[config.mk]
export PLATFORM = sky130hd
export DESIGN_NAME = psum_row_acc
export DESIGN_NICKNAME = d
export VERILOG_FILES = /design/src/rtl/psum_row_acc.sv
export SDC_FILE = /design/constraint.sdc
export NUM_CORES = 2
export LEC_CHECK = 0
export BUFFER_PORTS_ARGS = -buffer_cell sky130_fd_sc_hd__buf_2
export CAP_MARGIN = 20
export CORE_ASPECT_RATIO = 1.2
export CORE_MARGIN = 1
export CORE_UTILIZATION = 60
export DETAILED_ROUTE_END_ITERATION = 7
export PLACE_DENSITY = 0.79
export SYNTH_ARGS = -nofsm -noshare
export SYNTH_HDL_FRONTEND = slang
export SYNTH_SLANG_ARGS = --single-unit
[constraint.sdc]
create_clock -name clk -period 19.3 [get_ports clk]
set_input_delay 0.965 -clock clk [delete_from_list [all_inputs] [get_ports clk]]
set_output_delay 0.965 -clock clk [all_outputs]
set_load 0.02 [all_outputs]
[src/rtl/psum_row_acc.sv]
// psum_row_acc: accumulates K-pass psum vectors into a row buffer, then streams rows to sfp
module psum_row_acc #(
    parameter int col     = 8,
    parameter int bw      = 8,
    parameter int bw_psum = 2*bw+4,
    parameter int rows    = 8
) (
    input  logic                     clk,
    input  logic                     reset,
    input  logic                     start,
    input  logic [4:0]               k_len,
    input  logic                     ofifo_valid,
    input  logic [col*bw_psum-1:0]   ofifo_out,
    output logic                     ofifo_rd,
    input  logic                     out_ready,
    output logic [col*bw_psum-1:0]   sfp_in,
    output logic                     norm,
    output logic                     busy,
    output logic                     done
);
    localparam int rw = $clog2(rows);
    localparam logic [1:0] IDLE = 2'd0, ACC = 2'd1, OUT = 2'd2, DONE = 2'd3;

    logic [1:0]             state_q, state_d;
    logic [rw-1:0]          r_cnt_q, r_cnt_d;
    logic [4:0]             k_cnt_q, k_cnt_d, k_eff_q, k_eff_d;
    logic [col*bw_psum-1:0] sfp_in_q, sfp_in_d, acc_row;
    logic                   norm_q, norm_d, done_q, done_d;
    logic [col*bw_psum-1:0] row_buf_q [rows];
    logic                   last_row;

    assign ofifo_rd = state_q == ACC && ofifo_valid && !reset;
    assign busy     = state_q == ACC || state_q == OUT;
    assign sfp_in   = sfp_in_q;
    assign norm     = norm_q;
    assign done     = done_q;
    assign last_row = r_cnt_q == rw'(rows-1);

    // pass 0 overwrites the row; later passes add with plain wrapping two's-complement
    always_comb begin
        acc_row = '0;
        for (int c = 0; c < col; c++)
            acc_row[c*bw_psum +: bw_psum] = (k_cnt_q == 5'd0) ? ofifo_out[c*bw_psum +: bw_psum]
                : row_buf_q[r_cnt_q][c*bw_psum +: bw_psum] + ofifo_out[c*bw_psum +: bw_psum];
    end

    // tile sequencing: row counter wraps naturally since rows is a power of two
    always_comb begin
        state_d  = state_q;
        r_cnt_d  = r_cnt_q;
        k_cnt_d  = k_cnt_q;
        k_eff_d  = k_eff_q;
        sfp_in_d = sfp_in_q;
        norm_d   = 1'b0;
        done_d   = 1'b0;
        case (state_q)
            IDLE: if (start) begin
                k_eff_d = (k_len == 5'd0) ? 5'd1 : k_len;
                r_cnt_d = '0;
                k_cnt_d = '0;
                state_d = ACC;
            end
            ACC: if (ofifo_rd) begin
                r_cnt_d = r_cnt_q + 1'b1;
                if (last_row) begin
                    k_cnt_d = k_cnt_q + 5'd1;
                    if (k_cnt_q == k_eff_q - 5'd1) state_d = OUT;
                end
            end
            OUT: if (out_ready) begin
                sfp_in_d = row_buf_q[r_cnt_q];
                norm_d   = 1'b1;
                r_cnt_d  = r_cnt_q + 1'b1;
                if (last_row) state_d = DONE;
            end
            default: begin
                done_d  = 1'b1;
                state_d = IDLE;
            end
        endcase
    end

    // control and output registers
    always_ff @(posedge clk) begin
        if (reset) begin
            state_q  <= IDLE;
            r_cnt_q  <= '0;
            k_cnt_q  <= '0;
            k_eff_q  <= '0;
            sfp_in_q <= '0;
            norm_q   <= 1'b0;
            done_q   <= 1'b0;
        end else begin
            state_q  <= state_d;
            r_cnt_q  <= r_cnt_d;
            k_cnt_q  <= k_cnt_d;
            k_eff_q  <= k_eff_d;
            sfp_in_q <= sfp_in_d;
            norm_q   <= norm_d;
            done_q   <= done_d;
        end
    end

    // row buffer has no reset; pass 0 of every tile rewrites each row
    always_ff @(posedge clk) begin
        if (ofifo_rd) row_buf_q[r_cnt_q] <= acc_row;
    end
endmodule

==> metrics.cfg <==
[status]
outcome = completed

[power]
p_total_w = 0.00891
pwr-share-seq_pct = 42.9
p_comb_share_pct = 26.2
switchingPower_w = 0.00261
p_leak_nw = 24.0
p_sw_share_pct = 29.3
ir_drop_uv = 148
cell_internal_pwr_w = 0.00630
power_density_nw_per_um2 = 126
power.share.clock_pct = 30.9

[synthesis]
syn_area_um2 = 62700
async_reset_ff_share_pct = 0
avgSynthCellArea_um2 = 15.9
synthTopCellsByCount = edfxtp_1, nor2_1, mux4_2
synth_top_area_share_pct = 61.3
synth_seq_area_share_pct = 67.1
synth_fp_nets = 4271
synth_area_leader_cell = edfxtp_1
ys.flop_type = edfxtp_1
synth-edff-count = 1280
yosysMostFrequentCell = edfxtp_1
yosys_warnings = 0
synth-seq-cells = 1460
synthCells = 3932
synth.distinct_cells = 72
synth.area.top_cells = edfxtp_1, mux4_2, dfxtp_1

[timing]
fin_crit_sh_pct = 37.4
setup_tns_ns = 0
layout_min_cycle_time_ns = 7.22
final_hold_viol_count = 0
rsz0062_at_grt = no
worstMarginPinSlew_ns = 1.08
hold_slack_ns = 0.471
fmax_mhz = 138
finClkSkew_ns = 0.0297
slew_violations = 0
max-slew-margin-rel_pct = 28.1
setup_ws_ns = 12.08
setup_viol = 0

[detailed_routing]
drtAntennaViolNets = 0
drt-total-wl_mm = 142
routed_via_density = 6.20
first_pass_iters = 6
drtIter0Drc = 3037
num_vias = 35830
wl_per_cell_um = 24.5
drc = 0

[global_routing]
grt_use_met1_pct = 35.8
use_met3_pct = 4.39
gr-usage-all-layers_pct = 27.1
use_met2_pct = 45.5
overflow = 0
grt_start_max_net_pins = 112
antenna_found_initial = 15
grt_first_pass_wirelength_mm = 216
grt.busiest_layer = met2
grt_pass1_vias = 37117

[cells_and_area]
final_nets = 4614
area_delta_synth_final_pct = 12.5
drive_above_1_share_pct = 24.8
fin_area_um2 = 70500

[floorplan]
die_area_um2 = 106000
ios = 334
core_um2 = 103000
chipWidth_um = 297
die_h_um = 356
start_util_pct = 60.7
num_rows = 129

[clock_tree]
clock_latency_ns = 0.77
clockBufferDepth = 3
cts_num_sinks = 1460
post_cts_buffers = 0
cts_buffers = 143
clk_pin_slew_worst_paths_ns = 0.06
h-tree-depth = 4
cts.repair.resized = 0
cts_tree = yes
root_buffer = clkbuf_16
postCtsHoldBufs = 0

[hold_path]
hold_depth = 3
worstHoldPathType = input pin to register

[setup_path]
cp_top_family = buffers and inverters
setup.worst_path.start_class = register
endpoint_kind = register
cpMostUsedCell = buf_4
cp.depth = 15
crit_slowest_cell = nor4b_1
critPathMaxFanout = 43
required_ns = 19.71
path_cells = buf_4 > buf_4 > buf_4 > mux4_2 > mux2_2 > ha_1 > nor2b_1 > a31o_2 > o221ai_1 > o311ai_1 > a31oi_1 > nor2_1 > o21ai_1 > nor4bb_1 > nor4b_1
cp_num_buf_inv = 3
critPathMaxStageDelay_ns = 0.90
critPathKind = register to register
reg2reg_depth = 15
critical_path_arrival_ns = 7.63

[place]
placed_cell_area_um2 = 65900
place.gp.congestion = 0.874
dpl.hpwl_mm = 82.4
dp_slack_ns = 12.08
portBuffers = 333

[job]
max_cap_viol_count = 0

[power groups by stage]
stage,combinational (W),sequential (W),clock [W]
2_1_floorplan,0.00171,0.00394,0
3_3_place_gp,0.00226,0.00389,0
3_5_place_dp,0.00232,0.00389,0
4_1_cts,0.00234,0.00383,0.00279
5_1_grt,0.00256,0.00384,0.00291
6_report,0.00233,0.00382,0.00275
[worst register-to-register path, cell delays in order (launching register included)]
cell	delay, ns
dfxtp_4	0.79
buf_4	0.87
buf_4	0.68
buf_4	0.78
mux4_2	0.60
mux2_2	0.29
ha_1	0.32
nor2b_1	0.16
a31o_2	0.27
o221ai_1	0.26
o311ai_1	0.19
a31oi_1	0.29
nor2_1	0.11
o21ai_1	0.26
nor4bb_1	0.12
nor4b_1	0.90
[registers in the layout, summed over array words and instances (netlist names), named ones only]
name and flops:
k_eff_q 5, done 1, row_buf_q 1280, sfp_in 160, norm 1, k_cnt_q 5, r_cnt_q 3, state_q 2
[per-layer routing]
metal / routed length [um] / part of all wire (%)
met1: 55900 / 40
met2: 71400 / 50
met3: 9740 / 6.9
met4: 4450 / 3.1
met5: 56 / 0.040
[cells in the final DEF (no fill, tap or decap), drive strengths merged, types with 12 or more instances in the layout]
cell,synthesis,final
a21oi,183,183
nand4,13,13
nor2,452,452
nor3,165,165
nand3,22,22
and2,14,14
ha,161,161
clkbuf,144,194
buf,42,384
a21o,52,52
dfxtp,180,180
xnor2,57,57
nand2b,35,35
a211oi,32,32
mux2,146,146
o31ai,12,12
inv,54,62
xor2,75,75
edfxtp,1280,1280
o21ai,125,125
nor2b,30,30
mux2i,22,22
a31oi,14,14
o21a,17,17
clkinv,0,44
nand2,150,150
mux4,320,320
[area by class of cell]
type,count,area [um2]
Antenna cell,10,25.0
Clock buffer,194,3930
Clock inverter,70,702
Fill cell,6714,32800
Inverter,54,203
Multi-Input combinational cell,2232,19800
Sequential cell,1460,42100
Tap cell,1375,1720
Timing Repair Buffer,384,2080
[through the flow]
step	util, %	cells
global route	68.3	5777
CTS	68.2	5769
finish	68.3	5779
floorplan	-	3932
global placement	63.7	5505
detailed placement	63.7	5505
[worst paths after layout]
| check | startpoint | to | slack (ns) |
|---|---|---|---|
| worst min-delay path | k_len[1] | k_eff_q[1] | 0.47 |
| worst min register to register | k_eff_q[1] | k_eff_q[1] | 0.49 |
| worst max-delay path | register | row_buf_q[4][159] | 12.08 |
| worst max register to register | register | row_buf_q[4][159] | 12.08 |
[cell families (layout without fill, tap and decap cells)]
| group | count (synthesis) | in the layout | share of synthesized area [%] |
|---|---|---|---|
| flip-flops | 1460 | 1460 | 67.1 |
| AND/OR/NAND/NOR | 939 | 939 | 6.70 |
| AO/OA/AOI/OAI | 504 | 504 | 4.97 |
| multiplexers | 488 | 488 | 14.5 |
| buffers and inverters | 240 | 702 | 1.49 |
| adder cells (fa/ha/maj) | 169 | 169 | 3.47 |
| XOR/XNOR | 132 | 132 | 1.84 |
| other | 0 | 10 | 0 |
Note: power is estimated with default switching activity, not from simulation.
